**src/rtl/display_scan_mux_if.sv**
```systemverilog
// Bundle between the value source, the scan multiplexer and the segment decoder/board pins.
interface display_scan_if #(
   parameter int unsigned N_DIGITS = 4
) ();
   localparam int unsigned IdxW = (N_DIGITS > 1) ? $clog2(N_DIGITS) : 1;

   logic [4*N_DIGITS-1:0] data_in;
   logic                  load;
   logic                  blank_lz;
   logic [3:0]            nibble;
   logic                  seg_blank;
   logic [N_DIGITS-1:0]   an_n;
   logic [IdxW-1:0]       digit_idx;
   logic                  frame_done;

   modport master (
      output data_in, load, blank_lz,
      input  nibble, seg_blank, an_n, digit_idx, frame_done
   );

   modport slave (
      input  data_in, load, blank_lz,
      output nibble, seg_blank, an_n, digit_idx, frame_done
   );
endinterface

```
**src/rtl/display_scan_mux.sv**
```systemverilog
// Time-multiplexed scanner for an N-digit common-anode 7-segment display with
// dead-time anti-ghosting and leading-zero blanking. All outputs are registered.
module display_scan_mux #(
   parameter int unsigned N_DIGITS    = 4,
   parameter int unsigned REFRESH_DIV = 27000,
   parameter int unsigned DEAD_CYCLES = 16
) (
   input logic          clk,
   input logic          rst_n,
   display_scan_if.slave scan_io
);
   localparam int unsigned IdxW  = (N_DIGITS > 1) ? $clog2(N_DIGITS) : 1;
   localparam int unsigned DivW  = $clog2(REFRESH_DIV);
   localparam int unsigned DataW = 4 * N_DIGITS;

   localparam logic [DivW-1:0] DivMax  = DivW'(REFRESH_DIV - 1);
   localparam logic [IdxW-1:0] IdxMax  = IdxW'(N_DIGITS - 1);
   localparam logic [DivW:0]   DeadLim = (DivW + 1)'(DEAD_CYCLES);

   logic [DivW-1:0]     div_q, div_d;
   logic [IdxW-1:0]     idx_q, idx_d;
   logic [DataW-1:0]    shadow_q, shadow_d;
   logic [3:0]          nibble_q, nibble_d;
   logic                seg_blank_q, seg_blank_d;
   logic [N_DIGITS-1:0] an_n_q, an_n_d;
   logic                frame_done_q, frame_done_d;

   logic                wrap;
   logic                dead;
   logic [N_DIGITS-1:0] zero_from;
   logic [N_DIGITS-1:0] blank_vec;

   always_comb begin
      wrap         = (div_q == DivMax);
      div_d        = wrap ? '0 : div_q + 1'b1;
      idx_d        = idx_q;
      frame_done_d = 1'b0;
      if (wrap) begin
         if (idx_q == IdxMax) begin
            idx_d        = '0;
            frame_done_d = 1'b1;
         end else begin
            idx_d = idx_q + 1'b1;
         end
      end
      shadow_d = scan_io.load ? scan_io.data_in : shadow_q;
   end

   // zero_from[i]: shadow digits N-1..i are all zero.
   always_comb begin
      zero_from[N_DIGITS-1] = (shadow_d[DataW-1 -: 4] == 4'h0);
      for (int i = N_DIGITS - 2; i >= 0; i--) begin
         zero_from[i] = zero_from[i+1] && (shadow_d[4*i +: 4] == 4'h0);
      end
      blank_vec    = zero_from & {N_DIGITS{scan_io.blank_lz}};
      blank_vec[0] = 1'b0;
   end

   // Outputs derive from next-state values so they line up with div/idx/shadow.
   always_comb begin
      dead   = ({1'b0, div_d} < DeadLim);
      an_n_d = '1;
      if (!dead) begin
         an_n_d[idx_d] = 1'b0;
      end
      nibble_d    = shadow_d[{idx_d, 2'b00} +: 4];
      seg_blank_d = dead | blank_vec[idx_d];
   end

   always_ff @(posedge clk or negedge rst_n) begin
      if (!rst_n) begin
         div_q        <= '0;
         idx_q        <= '0;
         shadow_q     <= '0;
         nibble_q     <= '0;
         seg_blank_q  <= 1'b1;
         an_n_q       <= '1;
         frame_done_q <= 1'b0;
      end else begin
         div_q        <= div_d;
         idx_q        <= idx_d;
         shadow_q     <= shadow_d;
         nibble_q     <= nibble_d;
         seg_blank_q  <= seg_blank_d;
         an_n_q       <= an_n_d;
         frame_done_q <= frame_done_d;
      end
   end

   assign scan_io.nibble     = nibble_q;
   assign scan_io.seg_blank  = seg_blank_q;
   assign scan_io.an_n       = an_n_q;
   assign scan_io.digit_idx  = idx_q;
   assign scan_io.frame_done = frame_done_q;
endmodule

```
**src/flat_wrapper.sv**
```systemverilog
// flat-port wrapper written by rule: the top's interface ports become plain ports
module display_scan_mux_flat 
#(
   parameter int unsigned N_DIGITS    = 4,
   parameter int unsigned REFRESH_DIV = 27000,
   parameter int unsigned DEAD_CYCLES = 16
)
  (clk, rst_n, scan_io_data_in, scan_io_load, scan_io_blank_lz, scan_io_nibble, scan_io_seg_blank, scan_io_an_n, scan_io_digit_idx, scan_io_frame_done);
  display_scan_if #(.N_DIGITS(N_DIGITS)) scan_io_i ();
  input logic clk;
  input logic rst_n;
  input wire logic [$bits(scan_io_i.data_in)-1:0] scan_io_data_in;
  input wire logic [$bits(scan_io_i.load)-1:0] scan_io_load;
  input wire logic [$bits(scan_io_i.blank_lz)-1:0] scan_io_blank_lz;
  output wire logic [$bits(scan_io_i.nibble)-1:0] scan_io_nibble;
  output wire logic [$bits(scan_io_i.seg_blank)-1:0] scan_io_seg_blank;
  output wire logic [$bits(scan_io_i.an_n)-1:0] scan_io_an_n;
  output wire logic [$bits(scan_io_i.digit_idx)-1:0] scan_io_digit_idx;
  output wire logic [$bits(scan_io_i.frame_done)-1:0] scan_io_frame_done;
  assign scan_io_i.data_in = scan_io_data_in;
  assign scan_io_i.load = scan_io_load;
  assign scan_io_i.blank_lz = scan_io_blank_lz;
  assign scan_io_nibble = scan_io_i.nibble;
  assign scan_io_seg_blank = scan_io_i.seg_blank;
  assign scan_io_an_n = scan_io_i.an_n;
  assign scan_io_digit_idx = scan_io_i.digit_idx;
  assign scan_io_frame_done = scan_io_i.frame_done;
  display_scan_mux #(.N_DIGITS(N_DIGITS), .REFRESH_DIV(REFRESH_DIV), .DEAD_CYCLES(DEAD_CYCLES)) u_core (.clk(clk), .rst_n(rst_n), .scan_io(scan_io_i));
endmodule
```
**config.mk**
```make
export PLATFORM = sky130hd
export DESIGN_NAME = display_scan_mux_flat
export DESIGN_NICKNAME = d
export VERILOG_FILES = /design/src/rtl/display_scan_mux_if.sv /design/src/rtl/display_scan_mux.sv /design/src/flat_wrapper.sv
export SDC_FILE = /design/constraint.sdc
export NUM_CORES = 1
export LEC_CHECK = 0
export ABC_AREA = 0
export ABC_CLOCK_PERIOD_IN_PS = 2400
export CAP_MARGIN = 10
export CORE_ASPECT_RATIO = 1.25
export CORE_UTILIZATION = 30
export DETAILED_ROUTE_END_ITERATION = 16
export SETUP_SLACK_MARGIN = 0.1
export SYNTH_ARGS = -nofsm -noshare
export SYNTH_HDL_FRONTEND = slang
export SYNTH_SLANG_ARGS = --single-unit
```
**constraint.sdc**
```tcl
create_clock -name clk -period 2.4 [get_ports clk]
set_input_delay 0.48 -clock clk [delete_from_list [all_inputs] [get_ports clk]]
set_output_delay 0.48 -clock clk [all_outputs]
set_load 0.05 [all_outputs]
```
# Yosys cells after proc, flatten, opt, wreduce, memory -nomap -nowiden
# Index checks and enable logic that the tools add are counted.
[word_totals] reg_bits=43 out_inout_bits=12 elab_cells=37
[classes] add_sub_neg=2 order_cmp=3 eq_ne=2 n_shift=1 mux=11 bitwise=3 reduce_logical=8
[ops] op="4-bit logical NOT" n=4
[ops] op="16-bit two-way mux" n=1
[ops] op="16-bit by 5-bit variable part select with 4-bit output" n=1
[ops] op="15-bit by 1-bit adder with 15-bit output, second input constant" n=1
[ops] op="15-bit equality test, second input constant" n=1
[ops] op="15-bit by 5-bit < comparator with 1-bit output, second input constant" n=1
[ops] op="15-bit two-way mux" n=1
[ops] op="4-bit AND" n=1
[ops] op="1-bit logical AND" n=4
[ops] op="1-bit two-way mux" n=4
[ops] op="2-bit two-way mux" n=2
[ops] op="4-bit two-way mux" n=1
[ops] op="4-bit NOT" n=1
[ops] op="2-bit by 3-bit < comparator with 1-bit output, second input constant" n=1
[ops] op="2-bit by 1-bit adder with 2-bit output, second input constant" n=1
[ops] op="1-bit binary-select mux with 2-bit select" n=1
[ops] op="1-bit demux with 2-bit select" n=1
[ops] op="2-bit equality test, second input constant" n=1
[ops] op="2-bit by 1-bit >= comparator with 1-bit output, second input constant" n=1
[ops] op="1-bit bitwise OR" n=1

# Longest topological paths before layout
# Gate-level depths: netlist (run 1).
[logic_depth] depth_word=9 ltp_mapped=8 depth_no_buf=7

# Worst setup path before layout (run 1)
# Ideal clock, no wire load.
[synth_timing] kind="reg-to-reg" startpoint="reg u_core.div_q[0]" endpoint="reg u_core.nibble_q[0] (netlist: u_core.scan_io.nibble[0])" setup_time_ns=0.127 t_arrival_ns=2.144 required_ns=2.273 path_slack_ns=0.130 stages_incl_launch_ff=8 period_less_slack_ns=2.270 path_cell_list="dfrtp_1 > ha_1 > nand3_1 > nor4_4 > mux2i_2 > buf_6 > mux2i_1 > o21ai_1"
[synth_via] elab_chain_len=3
[synth_rtl] element="start, declared" line="display_scan_mux.sv:20" rtl="logic [DivW-1:0] div_q, div_d;"
[synth_rtl] element="start signal, assigned" line="display_scan_mux.sv:80" rtl="div_q <= div_d;"
[synth_rtl] element="15-bit equality test" line="display_scan_mux.sv:34" rtl="wrap = (div_q == DivMax);"
[synth_rtl] element="2-bit two-way mux" line="display_scan_mux.sv:38" rtl="if (wrap) begin"
[synth_rtl] element="16-bit by 5-bit variable part select with 4-bit output" line="display_scan_mux.sv:66" rtl="nibble_d = shadow_d[{idx_d, 2'b00} +: 4];"
[synth_rtl] element="net u_core.nibble_d[0]" line="display_scan_mux.sv:23" rtl="logic [3:0] nibble_q, nibble_d;"
[synth_rtl] element="end signal, assigned" line="display_scan_mux.sv:83" rtl="nibble_q <= nibble_d;"
[synth_rtl] element="end, declared" line="display_scan_mux.sv:23"
# The timed path passes the listed nets, and every way through them passes these cells.

# Worst setup path after layout (run 1)
[layout_timing] startpoint="reg u_core.div_q[12]" endpoint="reg u_core.nibble_q[2] (netlist: u_core.scan_io.nibble[2])"
# The elaborated chain is that of the path after synthesis.

==> results of run 1 <==
area by class of cell:
| cell class | count | area, sq um |
|---|---|---|
| fillers | 628 | 3570 |
| flip-flops and latches | 43 | 1080 |
| multi-input cells | 121 | 881 |
| repair buffers | 57 | 531 |
| well taps | 85 | 106 |
| clock buffers | 6 | 72.6 |
| inverters | 8 | 30.0 |
| clock inverters | 2 | 12.5 |
metal layers:
layer | part of all wire, % | vias up | GRT usage [%] | wire [um]
li1 | - | 739 | - | -
met5 | 0 | - | 0 | 0
met1 | 43 | 694 | 17.3 | 1840
met4 | 2.3 | 0 | 5.66 | 98
met3 | 4.5 | 8 | 4.09 | 190
met2 | 50 | 32 | 22.5 | 2100
state kept, by name (all words and copies together) (netlist names):
register / count
u_core.shadow_q: 16
u_core.div_q: 15
u_core.scan_io.an_n: 4
u_core.scan_io.nibble: 4
u_core.scan_io.digit_idx: 2
u_core.scan_io.frame_done: 1
u_core.scan_io.seg_blank: 1
worst max-delay path, stage by stage, from the launching register on:
cell and delay, ns:
dfrtp_1 0.39, or4b_4 0.56, nor4_4 0.25, buf_4 0.18
mux2i_4 0.29, buf_12 0.17, mux2i_1 0.20, o21ai_1 0.08
cell usage after synthesis, types with 2 or more instances:
cell type,number
nand3b_1,2
ha_1,2
nor3_1,4
o211ai_1,4
nor4_1,2
a21boi_0,2
nand4_1,4
dfstp_2,5
nor2_1,18
dfrtp_1,38
mux2i_1,11
inv_1,7
mux2_2,12
clkbuf_1,3
xor2_1,6
nand3_1,9
xnor2_1,8
nand2_1,15
o21ai_0,2
o21ai_1,4
final timing paths:
path                            slack (ns)                          from                            endpoint  cells after the start
worst max-delay path                  0.15    u_core.div_q[12]$_DFF_PN0_  u_core.scan_io.nibble[2]$_DFF_PN0_                      7
worst min-delay path                  0.07                         rst_n           u_core.div_q[8]$_DFF_PN0_                      1
worst max register to register        0.15    u_core.div_q[12]$_DFF_PN0_  u_core.scan_io.nibble[2]$_DFF_PN0_                      7
worst min register to register        0.51  u_core.shadow_q[2]$_DFF_PN0_        u_core.shadow_q[2]$_DFF_PN0_                      1
max in group asynchronous             1.73                         rst_n    u_core.scan_io.an_n[3]$_DFF_PN1_                      2
min in group clk                      0.51  u_core.shadow_q[2]$_DFF_PN0_        u_core.shadow_q[2]$_DFF_PN0_                      1
stage by stage:
step	cells	util (%)	TNS (ns)	total power, W
final	322	43.2	0	0.00138
after global routing	322	43.2	0	0.00144
after CTS	317	42.0	0	0.00141
after detailed placement	309	40.6	-0.0142	0.000942
after global placement	309	40.6	0	0.000940
after floorplan	177	-	0	0.000857
power by group through the flow:
stage / clock network (W) / logic [W] / registers [W]
after floorplan: 0 / 0.0000543 / 0.000802
after CTS: 0.000480 / 0.000161 / 0.000768
after detailed placement: 0 / 0.000161 / 0.000781
final: 0.000453 / 0.000159 / 0.000767
after global routing: 0.000500 / 0.000174 / 0.000771
after global placement: 0 / 0.000159 / 0.000781
what timing repair did:
| item | 4_1_cts | 5_1_grt |
|---|---|---|
| setup buffers | 0 | 4 |
| resized for setup | 0 | 5 |
| hold endpoints to repair | 0 | 0 |
| endpoints found under the setup margin | 0 | 5 |
cells by family after synthesis:
family	after synthesis	share of synthesized area, %
adders and majority gates	2	1.25
xor gates and xnor gates	14	6.14
muxes	24	13.0
AOI/OAI and AO/OA	18	6.07
DFF	43	54.2
and+or+nand+nor	63	16.6
buffers and inverters	13	2.82
==> impl_metrics.csv, run 1 <==
group,metric,value,unit
global_routing,antenna_found_initial,0,
synth,synth_area,2000,sq um
clock_network,cts_tree,"yes",
clock_network,max-clock-path-buffers,2,
min_path,hold_class,"input pin to asynchronous set/reset pin",
synth,seq_area_frac_synth,54.2,%
power,intPower,0.00104,W
detailed_routing,drt_iter0_markers,80,
power,swShare,24.8,%
clock_network,clock_latency,0.30,ns
global_routing,grt_first_pass_wirelength,7180,um
setup_path,cp_max_fo,8,
synth,synth_cell_types,39,
synth,ys_ff_latch,43,
cells_and_area,drive_gt1_share,24.5,%
synth,synth.net_count,199,
cells_and_area,final_cell_area,2720,sq um
cells_and_area,antenna_cells,0,
synth,yosysTopAreaCellShare,47.6,%
power,power_density,508,nW/um^2
detailed_routing,vias_per_cell,4.57,
clock_network,path_clk_slew,0.08,ns
clock_network,numCtsBuffers,5,
cells_and_area,layout_common_cells,"38 x dfrtp_1, 30 x clkdlybuf4s50_1, 24 x buf_4",
power,p_seq_share,55.6,%
sta,drv_slew,0,
power,leakage,1.20,nW
die,io_pins,32,
die,rows,32,
sta,worst_pin_slew,0.509,ns
detailed_routing,vias,1473,
die,die_y,93.2,um
cells_and_area,final_common_cell,"dfrtp_1",
sta,fin_hold_ws,0.0695,ns
sta,period_minus_slack,2.25,ns
die,initial_core_util,31.8,%
place,pre_cts_ws,-0.0142,ns
setup_path,cp_data_required_time,2.58,ns
status,status,"completed",
power,switching_power,0.000341,W
synth,synth_edf_count,0,
detailed_routing,first_pass_iters,4,
die,die_x,75.0,um
place,placed_cell_area,2550,sq um
detailed_routing,ant_nets,0,
synth,syn_inst,177,
global_routing,grt_pass1_vias,1484,
power,clkPwrFrac,32.8,%
place,dp_hpwl,3080,um
detailed_routing,wl_per_cell,13.1,um
setup_path,cp-end-kind,"flip-flop",
setup_path,critPathArrivalTime,2.43,ns
synth,yosysWarnings,0,
global_routing,grt_max_degree,19,
clock_network,postCtsHoldBufs,0,
global_routing,overflow,0,
sta,slew_headroom,66.0,%
synth,synth.area.top_cells,"dfrtp_1 48%, mux2_2 6.8%, dfstp_2 6.6%",
die,core,6290,sq um
synth,async_flop_share,100,%
cells_and_area,fin_nets,258,
setup_path,critPathKind,"flip-flop to flip-flop",
synth,synth.largest_area_cell,"dfrtp_1",
clock_network,h-tree-depth,2,
global_routing,track_usage,14.0,%
sta,finalHoldViolCount,0,
sta,fin_crit_sh,93.6,%
sta,fmax,445,MHz
power,ir_drop,0.000407,V
sta,rsz0062_at_grt,"yes",
setup_path,critPathLaunchType,"flip-flop",
cells_and_area,syn2layout_area_growth,35.9,%
clock_network,clock_sinks,43,
sta,fin_ws,0.153,ns
sta,clock-skew-final,0.00546,ns
sta,finalSetupViolCount,0,
power,pwr-share-comb,11.5,%
place,routabilityCongestion,0.811,
synth,syn_avg_cell_area,11.3,sq um
synth,synthFlopType,"dfrtp_1",
detailed_routing,postRouteWirelength,4220,um
die,die_area,6990,sq um
clock_network,cts_root_buf,"clkbuf_8",
detailed_routing,route.detailed.drc,0,
place,portBuffers,31,
job,drv_cap,0,
Note: power is estimated with default switching activity, not from simulation.
==> run 2, diff against run 1 <==
--- a/config.mk
+++ b/config.mk
@@ -11,6 +11,7 @@
 export CORE_ASPECT_RATIO = 1.25
 export CORE_UTILIZATION = 30
 export DETAILED_ROUTE_END_ITERATION = 16
+export PLACE_DENSITY = 0.51
 export SETUP_SLACK_MARGIN = 0.1
 export SYNTH_ARGS = -nofsm -noshare
 export SYNTH_HDL_FRONTEND = slang
==> impl_metrics.csv, run 2 (synthesized netlist as in run 1, its figures left out) <==
group,metric,value,unit
setup_path,path_cells,"or4b_4 -> nor4_4 -> buf_4 -> mux2i_4 -> buf_12 -> mux2i_4 -> o21ai_1",
cells_and_area,multiInputGateArea,888,sq um
clock_network,cts_root_buf,"clkbuf_8",
detailed_routing,drt_iter0_markers,33,
cells_and_area,postLayoutCoreUtil,43.7,%
power,ir_drop,0.000396,V
global_routing,grt_max_degree,22,
die,rows,32,
sta,worst_pin_slew,0.513,ns
clock_network,cts_tree,"yes",
clock_network,clock_latency,0.30,ns
job,drv_cap,0,
sta,clock-skew-final,0.0115,ns
setup_path,critPathLaunchType,"flip-flop",
cells_and_area,fin_nets,260,
place,routabilityCongestion,0.717,
cells_and_area,reg_top3,"u_core.shadow_q x16, u_core.div_q x15",
setup_path,crit_family,"simple AND/OR/NAND/NOR gates",
sta,fin_hold_ws,0.124,ns
setup_path,critPathBufInv,2,
sta,finalHoldViolCount,0,
clock_network,clock_sinks,43,
detailed_routing,wl_per_cell,13.2,um
sta,period_minus_slack,2.24,ns
cells_and_area,syn2layout_area_growth,37.4,%
setup_path,critPathSlowestCell,"or4b_4",
die,die_y,93.2,um
global_routing,grt_first_pass_wirelength,7180,um
sta,fin_tns_setup,0,ns
setup_path,cp_common_cell,"mux2i_4",
detailed_routing,first_pass_iters,4,
detailed_routing,vias_per_cell,4.58,
setup_path,critPathKind,"flip-flop to flip-flop",
die,die_area,6990,sq um
place,dp_hpwl,3350,um
detailed_routing,vias,1483,
setup_path,cpPeakStageDelay,0.57,ns
cells_and_area,drive_gt1_share,25.1,%
detailed_routing,ant_nets,0,
cells_and_area,register_area,1080,sq um
min_path,hold_class,"input pin to asynchronous set/reset pin",
sta,finalSetupViolCount,0,
setup_path,cp-end-kind,"flip-flop",
clock_network,path_clk_slew,0.09,ns
detailed_routing,route.detailed.drc,0,
global_routing,antenna_found_initial,0,
clock_network,numCtsBuffers,5,
power,power_density,547,nW/um^2
place,portBuffers,31,
sta,fin_crit_sh,93.2,%
global_routing,grt_pass1_vias,1537,
die,die_x,75.0,um
sta,drv_slew,0,
sta,fmax,447,MHz
sta,rsz0062_at_grt,"yes",
cells_and_area,largest_reg_flops,16,
die,io_pins,32,
clock_network,h-tree-depth,2,
setup_path,cp_data_required_time,2.59,ns
cells_and_area,fillCellCount,628,
detailed_routing,postRouteWirelength,4290,um
status,status,"completed",
setup_path,cp_max_fo,15,
sta,slew_headroom,65.7,%
clock_network,max-clock-path-buffers,2,
cells_and_area,layout_common_cells,"38 x dfrtp_1, 30 x clkdlybuf4s50_1, 27 x buf_4",
global_routing,track_usage,13.9,%
power,leakage,1.22,nW
die,core,6290,sq um
cells_and_area,antenna_cells,0,
setup_path,critPathArrivalTime,2.42,ns
die,initial_core_util,31.8,%
global_routing,overflow,0,
clock_network,postCtsHoldBufs,0,
cells_and_area,largest_register,"u_core.shadow_q",
cells_and_area,final_common_cell,"dfrtp_1",
[run 2: repair_timing]
action | in CTS | in global routing
setup endpoints to repair | 1 | 5
pin swaps | 0 | 1
buffers inserted | 0 | 2
gates resized for setup | 0 | 6
[run 2: per-layer routing]
layer  global-route usage [%]  up-vias  part of all wire, %
met5                        0        -                    0
met4                     4.25        0                  2.0
met3                     3.34        9                  2.6
met2                     24.5       30                   54
met1                     16.4      699                   42
li1                         -      745                    -
[run 2: layout make-up]
cell class | instances | area share [%]
repair buffers | 59 | 19.2
multi-input cells | 121 | 32.4
clock inverters | 2 | 1.37
inverters | 8 | 1.09
flip-flops and latches | 43 | 39.4
clock buffers | 6 | 2.64
well taps | 85 | 3.87
[run 2: metrics by stage]
stage | instances | instance area [sq um] | power, W | setup slack, ns
after floorplan | 177 | 2000 | 0.000857 | 0.130
after global routing | 324 | 2750 | 0.00156 | 0.0595
after detailed placement | 314 | 2590 | 0.000949 | 0.117
after CTS | 322 | 2700 | 0.00152 | 0.0937
final | 324 | 2750 | 0.00150 | 0.164
after global placement | 314 | 2590 | 0.000950 | 0.129
[run 2: final timing paths]
| path | slack, ns | to | start | depth (start not counted) |
|---|---|---|---|---|
| max in group asynchronous | 1.66 | u_core.scan_io.seg_blank$_DFF_PN1_ | rst_n | 2 |
| setup / recovery | 0.16 | u_core.scan_io.nibble[0]$_DFF_PN0_ | u_core.div_q[9]$_DFF_PN0_ | 7 |
| min in group clk | 0.51 | u_core.shadow_q[1]$_DFF_PN0_ | u_core.shadow_q[1]$_DFF_PN0_ | 1 |
| hold / removal | 0.12 | u_core.div_q[0]$_DFF_PN0_ | rst_n | 1 |
| hold reg to reg | 0.51 | u_core.shadow_q[1]$_DFF_PN0_ | u_core.shadow_q[1]$_DFF_PN0_ | 1 |
| setup reg to reg | 0.16 | u_core.scan_io.nibble[0]$_DFF_PN0_ | u_core.div_q[9]$_DFF_PN0_ | 7 |
[run 2: report_power, final]
group | switching, W | internal, W | total [W]
clock | 0.000254 | 0.000311 | 0.000565
sequential | 0.0000105 | 0.000758 | 0.000768
combinational | 0.0000865 | 0.0000812 | 0.000168
total | 0.000351 | 0.00115 | 0.00150
==> run 3, diff against run 2 <==
--- a/config.mk
+++ b/config.mk
@@ -11,7 +11,8 @@
 export CORE_ASPECT_RATIO = 1.25
 export CORE_UTILIZATION = 30
 export DETAILED_ROUTE_END_ITERATION = 16
-export PLACE_DENSITY = 0.51
+export DONT_BUFFER_PORTS = 1
+export PLACE_DENSITY = 0.44
 export SETUP_SLACK_MARGIN = 0.1
 export SYNTH_ARGS = -nofsm -noshare
 export SYNTH_HDL_FRONTEND = slang
==> impl_metrics.csv, run 3 (synthesized netlist as in run 1, its figures left out) <==
group,metric,value,unit
setup_path,path_cells,"ha_1 -> nand3_1 -> buf_4 -> nor2_2 -> mux2_2 -> o21ai_0 -> a41oi_1 -> buf_4 -> nand3b_1",
cells_and_area,layout_common_cells,"38 x dfrtp_1, 17 x nor2_1, 15 x nand2_1",
power,swShare,22.2,%
power,p_seq_share,54.5,%
place,portBuffers,0,
cells_and_area,reg_top3,"u_core.shadow_q x16, u_core.div_q x15",
cells_and_area,fillCellCount,638,
sta,slew_headroom,66.4,%
setup_path,critPathKind,"flip-flop to flip-flop",
place,routabilityCongestion,0.894,
sta,fin_ws,0.190,ns
sta,rsz0062_at_grt,"no",
setup_path,cp-end-kind,"flip-flop",
power,leakage,1.07,nW
setup_path,critPathSlowestCell,"dfrtp_1",
min_path,hold_class,"input pin to asynchronous set/reset pin",
die,die_y,93.2,um
detailed_routing,vias,1341,
power,power_density,607,nW/um^2
die,die_area,6990,sq um
detailed_routing,dr_wl_met3,99,um
clock_network,max-clock-path-buffers,2,
job,drv_cap,0,
sta,fin_crit_sh,92.1,%
clock_network,h-tree-depth,2,
place,dp_hpwl,3020,um
detailed_routing,ant_nets,0,
detailed_routing,drt_iter0_markers,100,
sta,drv_slew,0,
detailed_routing,top_layer_used,"met4",
global_routing,grt_max_degree,39,
global_routing,overflow,0,
sta,finalHoldViolCount,0,
sta,clock-skew-final,0.00793,ns
setup_path,r2r_slack,0.19,ns
cells_and_area,drive_gt1_share,24.2,%
detailed_routing,wl_met2,2290,um
setup_path,crit_family,"flip-flops",
setup_path,critPathLaunchType,"flip-flop",
clock_network,clock_sinks,43,
detailed_routing,route.detailed.drc,0,
global_routing,grt_pass1_vias,1464,
clock_network,path_clk_slew,0.08,ns
power,pwr-share-comb,5.4,%
status,status,"completed",
die,io_pins,32,
power,clkPwrFrac,40.0,%
place,placed_cell_area,2180,sq um
die,core,6290,sq um
setup_path,cp_data_required_time,2.62,ns
detailed_routing,first_pass_iters,4,
sta,fin_tns_setup,0,ns
detailed_routing,vias_per_cell,4.74,
setup_path,critPathBufInv,2,
detailed_routing,drt-met1-wl,1840,um
clock_network,cts_tree,"yes",
cells_and_area,largest_reg_flops,16,
die,rows,32,
cells_and_area,antenna_cells,0,
power,total_power,0.00145,W
cells_and_area,largest_register,"u_core.shadow_q",
cells_and_area,fin_nets,219,
cells_and_area,final_common_cell,"dfrtp_1",
setup_path,cpPeakStageDelay,0.41,ns
die,initial_core_util,31.8,%
power,ir_drop,0.000328,V
setup_path,cp_common_cell,"buf_4",
setup_path,critPathArrivalTime,2.43,ns
detailed_routing,postRouteWirelength,4260,um
sta,fmax,452,MHz
place,pre_cts_ws,0.176,ns
power,intPower,0.00113,W
die,die_x,75.0,um
clock_network,clock_latency,0.29,ns
global_routing,track_usage,13.7,%
sta,worst_pin_slew,0.500,ns
global_routing,antenna_found_initial,0,
sta,period_minus_slack,2.21,ns
global_routing,grt_first_pass_wirelength,7150,um
cells_and_area,final_cell_area,2390,sq um
cells_and_area,syn2layout_area_growth,19.7,%
sta,finalSetupViolCount,0,
clock_network,cts_root_buf,"clkbuf_8",
power,switching_power,0.000323,W
detailed_routing,wl_per_cell,15.1,um
setup_path,cp_max_fo,5,
clock_network,numCtsBuffers,5,
==> run 3: worst paths after layout <==
| check | startpoint | endpoint | cells after the start |
|---|---|---|---|
| setup / recovery | u_core.div_q[1]$_DFF_PN0_ | u_core.scan_io.an_n[2]$_DFF_PN1_ | 9 |
| hold / removal | rst_n | u_core.div_q[13]$_DFF_PN0_ | 1 |
| setup reg to reg | u_core.div_q[1]$_DFF_PN0_ | u_core.scan_io.an_n[2]$_DFF_PN1_ | 9 |
| hold reg to reg | u_core.shadow_q[2]$_DFF_PN0_ | u_core.shadow_q[2]$_DFF_PN0_ | 1 |
| max in group asynchronous | rst_n | u_core.scan_io.an_n[1]$_DFF_PN1_ | 1 |
| min in group clk | scan_io_blank_lz | u_core.scan_io.seg_blank$_DFF_PN1_ | 2 |
==> run 3: repair_timing <==
| action | in CTS | in global routing |
|---|---|---|
| hold buffers | 1 | 1 |
| gates resized for setup | 0 | 4 |
| endpoints found under the setup margin | 0 | 9 |
| buffers inserted | 0 | 3 |
| endpoints found under the hold margin | 38 | 1 |
==> run 3: area by class of cell <==
type	count	area (sq um)	share of cell area (%)
flip-flops and latches	43	1080	45.3
multi-input cells	121	875	36.6
repair buffers	18	180	7.54
well taps	85	106	4.45
clock buffers	6	82.6	3.45
clock inverters	2	35.0	1.47
inverters	8	30.0	1.26
==> run 3: metrics by stage <==
stage / utilization, % / hold slack (ns) / instances
finish: 38.0 / 0.0117 / 283
detailed placement: 34.7 / 0.186 / 269
global route: 38.0 / 0.00226 / 283
floorplan: - / 0.184 / 177
global placement: 34.7 / 0.186 / 269
CTS: 36.9 / 0.00901 / 278
==> run 3: power by group through the flow <==
stage	Clock [W]	Sequential, W	Combinational (W)
3_3_place_gp	0	0.000806	0.0000635
2_1_floorplan	0	0.000802	0.0000543
4_1_cts	0.000603	0.000792	0.0000792
6_report	0.000581	0.000792	0.0000789
5_1_grt	0.000639	0.000795	0.0000893
3_5_place_dp	0	0.000807	0.0000621
==> run 3: routing by layer <==
layer	up-vias	GRT usage, %
met5	-	0
met4	0	4.25
met3	2	3.02
met2	23	23.1
met1	660	17.2
li1	656	-
